===== src/rtl/ataque_param_if.sv =====
// Bundles the button, board and status signals of the attack controller.
// Purely a wiring container with no timing of its own.
// The "slave" modport is the controller side; "master" is the turn FSM / board side.
interface ataque_param_if #(
    parameter int N = 5,
    parameter int W = $clog2(N)
);
    logic               izquierda;
    logic               derecha;
    logic               arriba;
    logic               abajo;
    logic               attack;
    logic               en_attack;
    logic [4*N*N-1:0]   matriz_pc;
    logic [4*N*N-1:0]   matriz_pc_final;
    logic               end_attack;
    logic [2:0]         impact_ship;
    logic [W-1:0]       posicion_x_attack;
    logic [W-1:0]       posicion_y_attack;
    logic               all_sunk;

    modport slave (
        input  izquierda, derecha, arriba, abajo, attack, en_attack, matriz_pc,
        output matriz_pc_final, end_attack, impact_ship,
               posicion_x_attack, posicion_y_attack, all_sunk
    );

    modport master (
        output izquierda, derecha, arriba, abajo, attack, en_attack, matriz_pc,
        input  matriz_pc_final, end_attack, impact_ship,
               posicion_x_attack, posicion_y_attack, all_sunk
    );
endinterface


===== src/rtl/ataque_param.sv =====
// Battleship attack controller: cursor movement, shot resolution, per-ship HP and sunk sweep.
// Latency: move 1 clk; miss/hit end_attack after 2 clks; sinking hit after 2+N*N clks.
// No backpressure: button edges outside IDLE are dropped; end_attack holds until en_attack falls.
module ataque_param #(
    parameter int N         = 5,
    parameter int NUM_SHIPS = 5,
    parameter int WRAP      = 0,
    parameter int W         = $clog2(N)
) (
    input  logic          clk,
    input  logic          reset,
    ataque_param_if.slave bus
);
    localparam int CELLS = N * N;
    localparam int IW    = $clog2(CELLS);
    localparam logic [W-1:0] CTR  = W'(N / 2);
    localparam logic [W-1:0] MAXC = W'(N - 1);

    typedef enum logic [1:0] {
        S_IDLE    = 2'd0,
        S_RESOLVE = 2'd1,
        S_SWEEP   = 2'd2,
        S_DONE    = 2'd3
    } state_t;

    state_t             r_state, w_next;
    logic [4:0]         r_prev;
    logic [4:0]         w_btn, w_rise;
    logic [W-1:0]       r_x, r_y;
    logic [4*CELLS-1:0] r_board;
    logic [2:0]         r_hp [1:NUM_SHIPS];
    logic [2:0]         r_impact;
    logic               r_end;
    logic [IW-1:0]      r_tgt, r_sweep_idx, w_cur_idx;
    logic [3:0]         r_sink_id, w_ship, w_cur_cell, w_sweep_cell;
    logic               w_accept, w_left, w_right, w_up, w_down, w_fire;
    logic               w_hit, w_sink, w_last, w_all_sunk;

    // Button order {izquierda, derecha, arriba, abajo, attack}; one action per cycle by priority.
    assign w_btn    = {bus.izquierda, bus.derecha, bus.arriba, bus.abajo, bus.attack};
    assign w_rise   = w_btn & ~r_prev;
    assign w_accept = (r_state == S_IDLE) && bus.en_attack;
    assign w_left   = w_accept && w_rise[4];
    assign w_right  = w_accept && w_rise[3] && !w_rise[4];
    assign w_up     = w_accept && w_rise[2] && !(|w_rise[4:3]);
    assign w_down   = w_accept && w_rise[1] && !(|w_rise[4:2]);

    // A fire edge on an already-shot cell is silently ignored.
    assign w_cur_idx  = IW'(r_y) * IW'(N) + IW'(r_x);
    assign w_cur_cell = r_board[{w_cur_idx, 2'b00} +: 4];
    assign w_fire     = w_accept && w_rise[0] && !(|w_rise[4:1]) && (w_cur_cell == 4'd0);

    // Ship ids above NUM_SHIPS are treated as water.
    assign w_ship       = bus.matriz_pc[{r_tgt, 2'b00} +: 4];
    assign w_hit        = (w_ship != 4'd0) && (w_ship <= 4'(NUM_SHIPS));
    assign w_sink       = w_hit && (r_hp[w_ship[2:0]] == 3'd1);
    assign w_sweep_cell = bus.matriz_pc[{r_sweep_idx, 2'b00} +: 4];
    assign w_last       = (r_sweep_idx == IW'(CELLS - 1));

    // State register.
    always_ff @(posedge clk or posedge reset) begin
        if (reset) r_state <= S_IDLE;
        else       r_state <= w_next;
    end

    // Next-state logic for the turn sequence.
    always_comb begin
        w_next = r_state;
        case (r_state)
            S_IDLE:    if (w_fire) w_next = S_RESOLVE;
            S_RESOLVE: w_next = w_sink ? S_SWEEP : S_DONE;
            S_SWEEP:   if (w_last) w_next = S_DONE;
            S_DONE:    if (!bus.en_attack) w_next = S_IDLE;
            default:   w_next = S_IDLE;
        endcase
    end

    // Cursor, shot board, HP bookkeeping and status outputs.
    always_ff @(posedge clk or posedge reset) begin
        if (reset) begin
            r_prev      <= '0;
            r_x         <= CTR;
            r_y         <= CTR;
            r_board     <= '0;
            r_impact    <= '0;
            r_end       <= 1'b0;
            r_tgt       <= '0;
            r_sweep_idx <= '0;
            r_sink_id   <= '0;
            for (int k = 1; k <= NUM_SHIPS; k++) r_hp[k] <= 3'(k);
        end else begin
            r_prev <= w_btn;
            case (r_state)
                S_IDLE: begin
                    if (w_left) begin
                        if (r_x != MAXC)   r_x <= r_x + W'(1);
                        else if (WRAP != 0) r_x <= '0;
                    end else if (w_right) begin
                        if (r_x != '0)      r_x <= r_x - W'(1);
                        else if (WRAP != 0) r_x <= MAXC;
                    end else if (w_up) begin
                        if (r_y != MAXC)    r_y <= r_y + W'(1);
                        else if (WRAP != 0) r_y <= '0;
                    end else if (w_down) begin
                        if (r_y != '0)      r_y <= r_y - W'(1);
                        else if (WRAP != 0) r_y <= MAXC;
                    end
                    if (w_fire) r_tgt <= w_cur_idx;
                end
                S_RESOLVE: begin
                    r_sweep_idx <= '0;
                    r_sink_id   <= w_ship;
                    if (w_hit) begin
                        r_impact <= w_ship[2:0];
                        if (r_hp[w_ship[2:0]] != 3'd0)
                            r_hp[w_ship[2:0]] <= r_hp[w_ship[2:0]] - 3'd1;
                        // A sinking cell is left for the sweep so it only ever reads 8.
                        if (!w_sink) r_board[{r_tgt, 2'b00} +: 4] <= 4'd7;
                    end else begin
                        r_impact <= 3'd0;
                        r_board[{r_tgt, 2'b00} +: 4] <= 4'd6;
                    end
                end
                S_SWEEP: begin
                    if (w_sweep_cell == r_sink_id) r_board[{r_sweep_idx, 2'b00} +: 4] <= 4'd8;
                    if (!w_last) r_sweep_idx <= r_sweep_idx + IW'(1);
                end
                S_DONE: begin
                    if (bus.en_attack) begin
                        r_end <= 1'b1;
                    end else begin
                        r_end <= 1'b0;
                        r_x   <= CTR;
                        r_y   <= CTR;
                    end
                end
                default: ;
            endcase
        end
    end

    // Fleet is sunk once every HP counter reaches zero.
    always_comb begin
        w_all_sunk = 1'b1;
        for (int k = 1; k <= NUM_SHIPS; k++)
            if (r_hp[k] != 3'd0) w_all_sunk = 1'b0;
    end

    assign bus.matriz_pc_final   = r_board;
    assign bus.end_attack        = r_end;
    assign bus.impact_ship       = r_impact;
    assign bus.posicion_x_attack = r_x;
    assign bus.posicion_y_attack = r_y;
    assign bus.all_sunk          = w_all_sunk;
endmodule


===== src/flat_wrapper.sv =====
// flat-port wrapper written by rule: the top's interface ports become plain ports
module ataque_param_flat 
#(
    parameter int N         = 5,
    parameter int NUM_SHIPS = 5,
    parameter int WRAP      = 0,
    parameter int W         = $clog2(N)
)
  (clk, reset, bus_izquierda, bus_derecha, bus_arriba, bus_abajo, bus_attack, bus_en_attack, bus_matriz_pc, bus_matriz_pc_final, bus_end_attack, bus_impact_ship, bus_posicion_x_attack, bus_posicion_y_attack, bus_all_sunk);
  ataque_param_if #(.N(N), .W(W)) bus_i ();
  input  logic clk;
  input  logic reset;
  input wire logic [$bits(bus_i.izquierda)-1:0] bus_izquierda;
  input wire logic [$bits(bus_i.derecha)-1:0] bus_derecha;
  input wire logic [$bits(bus_i.arriba)-1:0] bus_arriba;
  input wire logic [$bits(bus_i.abajo)-1:0] bus_abajo;
  input wire logic [$bits(bus_i.attack)-1:0] bus_attack;
  input wire logic [$bits(bus_i.en_attack)-1:0] bus_en_attack;
  input wire logic [$bits(bus_i.matriz_pc)-1:0] bus_matriz_pc;
  output wire logic [$bits(bus_i.matriz_pc_final)-1:0] bus_matriz_pc_final;
  output wire logic [$bits(bus_i.end_attack)-1:0] bus_end_attack;
  output wire logic [$bits(bus_i.impact_ship)-1:0] bus_impact_ship;
  output wire logic [$bits(bus_i.posicion_x_attack)-1:0] bus_posicion_x_attack;
  output wire logic [$bits(bus_i.posicion_y_attack)-1:0] bus_posicion_y_attack;
  output wire logic [$bits(bus_i.all_sunk)-1:0] bus_all_sunk;
  assign bus_i.izquierda = bus_izquierda;
  assign bus_i.derecha = bus_derecha;
  assign bus_i.arriba = bus_arriba;
  assign bus_i.abajo = bus_abajo;
  assign bus_i.attack = bus_attack;
  assign bus_i.en_attack = bus_en_attack;
  assign bus_i.matriz_pc = bus_matriz_pc;
  assign bus_matriz_pc_final = bus_i.matriz_pc_final;
  assign bus_end_attack = bus_i.end_attack;
  assign bus_impact_ship = bus_i.impact_ship;
  assign bus_posicion_x_attack = bus_i.posicion_x_attack;
  assign bus_posicion_y_attack = bus_i.posicion_y_attack;
  assign bus_all_sunk = bus_i.all_sunk;
  ataque_param #(.N(N), .NUM_SHIPS(NUM_SHIPS), .WRAP(WRAP), .W(W)) u_core (.clk(clk), .reset(reset), .bus(bus_i));
endmodule

===== config.mk =====
export PLATFORM = sky130hd
export DESIGN_NAME = ataque_param_flat
export DESIGN_NICKNAME = d
export VERILOG_FILES = /design/src/rtl/ataque_param_if.sv /design/src/rtl/ataque_param.sv /design/src/flat_wrapper.sv
export SDC_FILE = /design/constraint.sdc
export NUM_CORES = 1
export LEC_CHECK = 0
export CAP_MARGIN = 20
export CORE_UTILIZATION = 50
export DETAILED_ROUTE_END_ITERATION = 10
export PLACE_DENSITY = 0.88
export REMOVE_ABC_BUFFERS = 1
export SYNTH_ARGS = -nofsm -noshare
export SYNTH_HDL_FRONTEND = slang
export SYNTH_SLANG_ARGS = --single-unit

===== constraint.sdc =====
create_clock -name clk -period 8.68 [get_ports clk]
set_clock_uncertainty 0.05 [all_clocks]
set_input_delay 1.736 -clock clk [delete_from_list [all_inputs] [get_ports clk]]
set_output_delay 1.736 -clock clk [all_outputs]
set_load 0.005 [all_outputs]

Word level (Yosys, flattened, before mapping). Index checks and enable logic that the tools add are counted.

Multiply operators: 1. Reductions and logical operators: 41. Mux-type cells: 40. Bitwise logic cells: 3. Shift operators: 8. Magnitude comparators: 3. Add/subtract/negate cells: 9. Equality and inequality tests: 22.

Operators with widths (count): bitwise mux 100 bit (3); 2-to-1 mux 100 bit (3); variable part select 100 x 8 -> 4 bit (3); variable part select 4 x 9 -> 100 bit (first input constant) (3); case mux 100 bit (2 select lines) (1); variable shift 4 x 9 -> 100 bit (first input constant) (2); 2-to-1 mux 3 bit (15); nonzero test 3 bit (8); negator 7 -> 9 bit (2); bitwise mux 15 bit (1); != test 3 bit (second input constant) (5); logical AND 1 bit (14); case mux 3 bit (2 select lines) (2); case mux 5 bit (2 select lines) (1); binary-select mux 3 bit (select 3 bit) (1); demux 3 bit (select 3 bit) (1); AND reduction 3 bit (3); subtractor 3 x 1 -> 3 bit (second input constant) (3); != test 2 bit (second input constant) (4); case mux 2 bit (4 select lines) (1); 2-to-1 mux 1 bit (7); AND reduction 7 bit (1); adder 3 x 1 -> 3 bit (second input constant) (2); 2-to-1 mux 2 bit (3); 28 further kinds (38).

Word-level logic and storage cells: 142. Output and inout bits: 111. Input bits: 108. Bits in registers: 146.

Depth between registers and ports, before layout.
Word-level depth: 10. Depth in mapped cells: 19. Mapped depth without buffers: 13.

Worst setup path before layout. No wires, ideal clock.

Path type: in2reg. Start: input port bus_matriz_pc[56]. End: register u_core.r_board[2], in the netlist u_core.bus.matriz_pc_final[2]. Library setup time: 118 ps. Buffers on the path: 1. Data required time: 8512 ps. Path slack: 3999 ps. Arrival time: 4513 ps. Stages: 13. Path through: mux4_2 -> o2111ai_1 -> o311a_2 -> buf_2 -> a21boi_0 -> o21ai_0 -> o221ai_1 -> inv_1 -> ha_1 -> o311a_4 -> and3_4 -> or4b_1 -> a21o_1.

Longest elaborated chain between the ends: 9. Elaborated cells between the ends (all ways): 17. Those cells by class: 1 x order compare; 4 x eq/ne; 2 x shift; 5 x mux; 1 x bitwise; 4 x reduce/logical.

RTL lines: start: declaration (RTL line flat_wrapper.sv:19) `input wire logic [$bits(bus_i.matriz_pc)-1:0] bus_matriz_pc;`; variable part select 100 x 8 -> 4 bit (RTL line ataque_param.sv:54) `assign w_ship = bus.matriz_pc[{r_tgt, 2'b00} +: 4];`; inverter 3 -> 4 bit (implied by the code) (RTL line ataque_param.sv:56) `assign w_sink = w_hit && (r_hp[w_ship[2:0]] == 3'd1);`; binary-select mux 3 bit (select 3 bit) (RTL line ataque_param.sv:56); 2-to-1 mux 3 bit (implied by the code) (2 in a row) (RTL line ataque_param.sv:56); == test 3 x 1 -> 1 bit (RTL line ataque_param.sv:56); logical AND 1 bit (RTL line ataque_param.sv:56); != test 3 bit (no source line); AND reduction 3 bit (no source line); end signal: assignment (RTL line ataque_param.sv:84) `r_board <= '0;`; end signal: indexed assignment (RTL line ataque_param.sv:118) `if (!w_sink) r_board[{r_tgt, 2'b00} +: 4] <= 4'd7;`; end signal: indexed assignment (RTL line ataque_param.sv:121) `r_board[{r_tgt, 2'b00} +: 4] <= 4'd6;`; end: declaration (RTL line ataque_param.sv:30) `logic [4*CELLS-1:0] r_board;`.

Several ways; a longest one is shown, not always the timed one. The select of a mux whose other input is x is not followed. A chain may end at the register's enable or synchronous reset.

Worst setup path after layout.
Start: input port bus_matriz_pc[58]. End: register u_core.r_board[96], in the netlist u_core.bus.matriz_pc_final[96].

The elaborated chain is that of the path after synthesis.

==> results.py <==
metrics = {
    "critical_path": {
        "end_kind": "flop",
        "cp_num_buf_inv": 3,
        "cpMaxStageDelayCell": "a31oi_2",
        "r2r-end": "u_core.bus.matriz_pc_final[96]",
        "crit_path_start_kind": "primary input",
        "critPathArrivalTime_ns": 5.75,
        "r2r_cells": 13,
        "r2r-start": "u_core.r_tgt[3]",
        "path_delay_family": "compound AO/OA/AOI/OAI gates",
        "cp.required_ns": 8.94,
        "path_max_fanout": 16,
        "r2r_slack_ns": 4.00,
        "worstSetupPathType": "in2reg",
        "cpMostUsedCell": "o221ai_1",
        "cpPeakStageDelay_ns": 0.51,
        "path_cells": "clkdlybuf4s50_1 -> mux2_2 -> o221ai_1 -> o21ai_0 -> nand4_1 -> o22a_1 -> o221ai_1 -> inv_1 -> ha_1 -> o311a_4 -> a31oi_2 -> buf_8 -> nand3_1 -> a31o_1",
    },
    "route": {
        "viasPerCell": 6.392,
        "first_pass_iters": 6,
        "drt_iter0_markers": 717,
        "wl_um": 27880,
        "drc_errors": 0,
        "ant_nets": 0,
        "vias": 8405,
        "wl_per_cell_um": 21.20,
    },
    "clocking": {
        "cts_num_sinks": 121,
        "cts_buffers": 17,
        "postCtsSetupBuffers": 0,
        "cts_tree": "built",
        "cts_resized": 0,
        "worst_skew_pair.late_latency_ns": 0.43,
        "postCtsHoldBufs": 0,
        "clk_pin_slew_ns": 0.06,
        "clockBufferDepth": 2,
        "h-tree-depth": 4,
        "root_buffer": "clkbuf_16",
    },
    "synthesis": {
        "ys.flop_type": "dfrtp_1",
        "synth-compound-area-share_pct": 16.56,
        "synth_xor_area_share_pct": 1.200,
        "yosysTopAreaCell": "dfrtp_1",
        "synthTopCellsByArea": "dfrtp_1 32%, mux4_2 7.7%, mux2_2 4.0%",
        "postSynthAreaPerCell_sq_um": 9.590,
        "synth.distinct_cells": 81,
        "yosysSeqAreaShare_pct": 34.71,
        "yosys_warnings": 0,
        "async_flop_share_pct": 100.0,
        "netlist_instances": 913,
        "synth_seq_cells": 121,
        "synthMuxAreaShare_pct": 16.03,
        "synthAdderAreaFrac_pct": 4.115,
        "synthDominantCellAreaShare_pct": 32.01,
        "synth-edff-count": 0,
        "synth_area_sq_um": 8756,
        "yosys.area_share.simple_pct": 19.16,
        "synth_top_family_by_area": "simple AND/OR/NAND/NOR gates",
    },
    "min_path": {
        "whs_path_depth": 2,
        "hp-start": "u_core.r_hp[2]",
        "whs_endpoint": "u_core.r_hp[2]",
        "holdCritPathClass": "reg2reg",
    },
    "floorplan": {
        "dieArea_sq_um": 18040,
        "die_h_um": 134.3,
        "initial_utilization_pct": 50.98,
        "pin_count": 219,
        "rows": 48,
        "die_w_um": 134.3,
        "core_sq_um": 17180,
    },
    "pwr": {
        "vdd_drop_max_mv": 0.2781,
        "powerDensity_nw_per_um2": 397.9,
        "p_leak_nw": 4.655,
    },
    "sta": {
        "hold_violations": 0,
        "slew_headroom_pct": 33.13,
        "min_period_ns": 5.482,
        "worstMarginPinSlew_ns": 1.003,
        "fmax_mhz": 182.4,
        "slew_violations": 0,
        "timing.final.crit_share_pct": 63.16,
        "setup_viol": 0,
        "rsz0062_at_grt": "false",
        "setup_tns_ns": 0,
    },
    "grt": {
        "grt_pass1_wl_um": 43790,
        "grt_usage_pct": 31.43,
        "grt_antenna_before_repair": 0,
        "grt.overflow.total": 0,
        "grt_max_degree": 62,
        "first_global_vias": 8256,
    },
    "finish": {
        "most-common-layout-cells": "218 x clkdlybuf4s50_1, 111 x dfrtp_1, 74 x nand2_1",
        "final_common_cell": "clkdlybuf4s50_1",
        "seq_area_sq_um": 3040,
        "antenna_cells": 0,
        "drive_gt1_share_pct": 12.39,
        "final_nets": 1213,
        "design_area_sq_um": 11370,
        "fill_cells": 1377,
        "multi_input_area_sq_um": 4997,
        "synthToLayoutAreaGrowth_pct": 29.88,
    },
    "place": {
        "hpwl_um": 20400,
        "dpl_cell_area_sq_um": 10760,
        "io_buffers": 218,
        "gp_congestion": 0.9219,
    },
    "flow_run": {
        "drv_cap": 0,
    },
    "run_status": {
        "status": "complete, no violations",
    },
}
==> cell type report <==
class                   instances  area share (%)
well taps                     225           2.476
inverters                      46           1.540
multi-input cells             662           43.94
clock buffers                  20           3.928
clock inverters                11           1.287
flip-flops and latches        121           26.74
repair buffers                230           20.09
==> cells by family after synthesis <==
group           count (synthesis)
fa+ha+maj                      27
compound gates                208
xor+xnor                       12
mux                            97
simple gates                  318
buf+inv                       130
flops                         121
==> metal layers <==
layer / wire length [um] / GRT usage (%)
met4: 1077 / 15.48
met5: 0 / 0
met1: 10860 / 38.90
met3: 2550 / 7.634
met2: 13390 / 51.41
==> flip-flops by register name, indices dropped and copies added, names as in the netlist <==
signal,count
u_core.r_prev,5
u_core.bus.posicion_x_attack,3
u_core.r_sink_id,4
u_core.bus.impact_ship,3
u_core.r_state,2
u_core.r_sweep_idx,5
u_core.r_hp,15
u_core.r_tgt,5
u_core.bus.posicion_y_attack,3
u_core.bus.matriz_pc_final,75
u_core.bus.end_attack,1
==> worst register-to-register path: stages (launching register included) <==
cell and delay (ns):
dfrtp_1 0.68, nand2b_1 0.40, o31a_1 0.34, o211ai_1 0.11, nand4_1 0.45, o22a_1 0.38
o221ai_1 0.49, inv_1 0.11, ha_1 0.23, o311a_4 0.15, a31oi_2 0.51, buf_8 0.24
nand3_1 0.17, a31o_1 0.28
==> cells in the mapped netlist, types with 8 or more instances <==
cell,count
a31oi_1,11
nor2b_1,14
ha_1,24
nor4_1,17
buf_2,14
buf_6,10
dfstp_2,9
dfrtp_1,112
o31ai_1,8
nor3_1,44
and2_1,10
o21ai_0,53
mux2i_1,33
a21o_1,13
a31o_1,14
nand2b_1,12
o2bb2ai_1,18
mux4_2,30
a211oi_1,10
xnor2_1,9
buf_4,34
clkbuf_1,19
nand3_1,48
nor2_1,33
mux2_2,31
a21oi_1,27
inv_1,45
nand4_1,22
nand2_1,74
==> per-stage QoR <==
stage | std cells | hold WS, ns | power [mW] | setup WS (ns) | utilization [%]
final | 1315 | 0.4370 | 4.525 | 3.198 | 66.21
after floorplan | 829 | 0.4011 | 2.632 | 3.648 | -
after global placement | 1281 | 0.4224 | 3.647 | 2.459 | 62.55
after CTS | 1313 | 0.4388 | 4.454 | 2.764 | 66.09
after detailed placement | 1282 | 0.4308 | 3.709 | 2.417 | 62.64
after global routing | 1315 | 0.4423 | 4.773 | 2.994 | 66.21
==> where the power goes <==
group          total, mW  switching (mW)  leakage (nW)  internal [mW]
clock network      0.718           0.260         0.287          0.457
registers           1.02           0.246          1.42          0.776
logic               2.79            1.62          2.95           1.17
total               4.53            2.12          4.66           2.40
==> worst max-delay path by stage <==
stage                            from                        endpoint  depth (start not counted)  slack, ns
detailed placement  bus_matriz_pc[18]  u_core.bus.matriz_pc_final[88]                         13       2.42
finish              bus_matriz_pc[58]  u_core.bus.matriz_pc_final[96]                         14       3.20
floorplan           bus_matriz_pc[56]  u_core.bus.matriz_pc_final[84]                         10       3.65
global placement    bus_matriz_pc[18]  u_core.bus.matriz_pc_final[84]                         13       2.46
global route        bus_matriz_pc[62]   u_core.bus.matriz_pc_final[2]                         13       2.99
CTS                 bus_matriz_pc[18]  u_core.bus.matriz_pc_final[88]                         13       2.76
(Power assumes the default switching activity.)
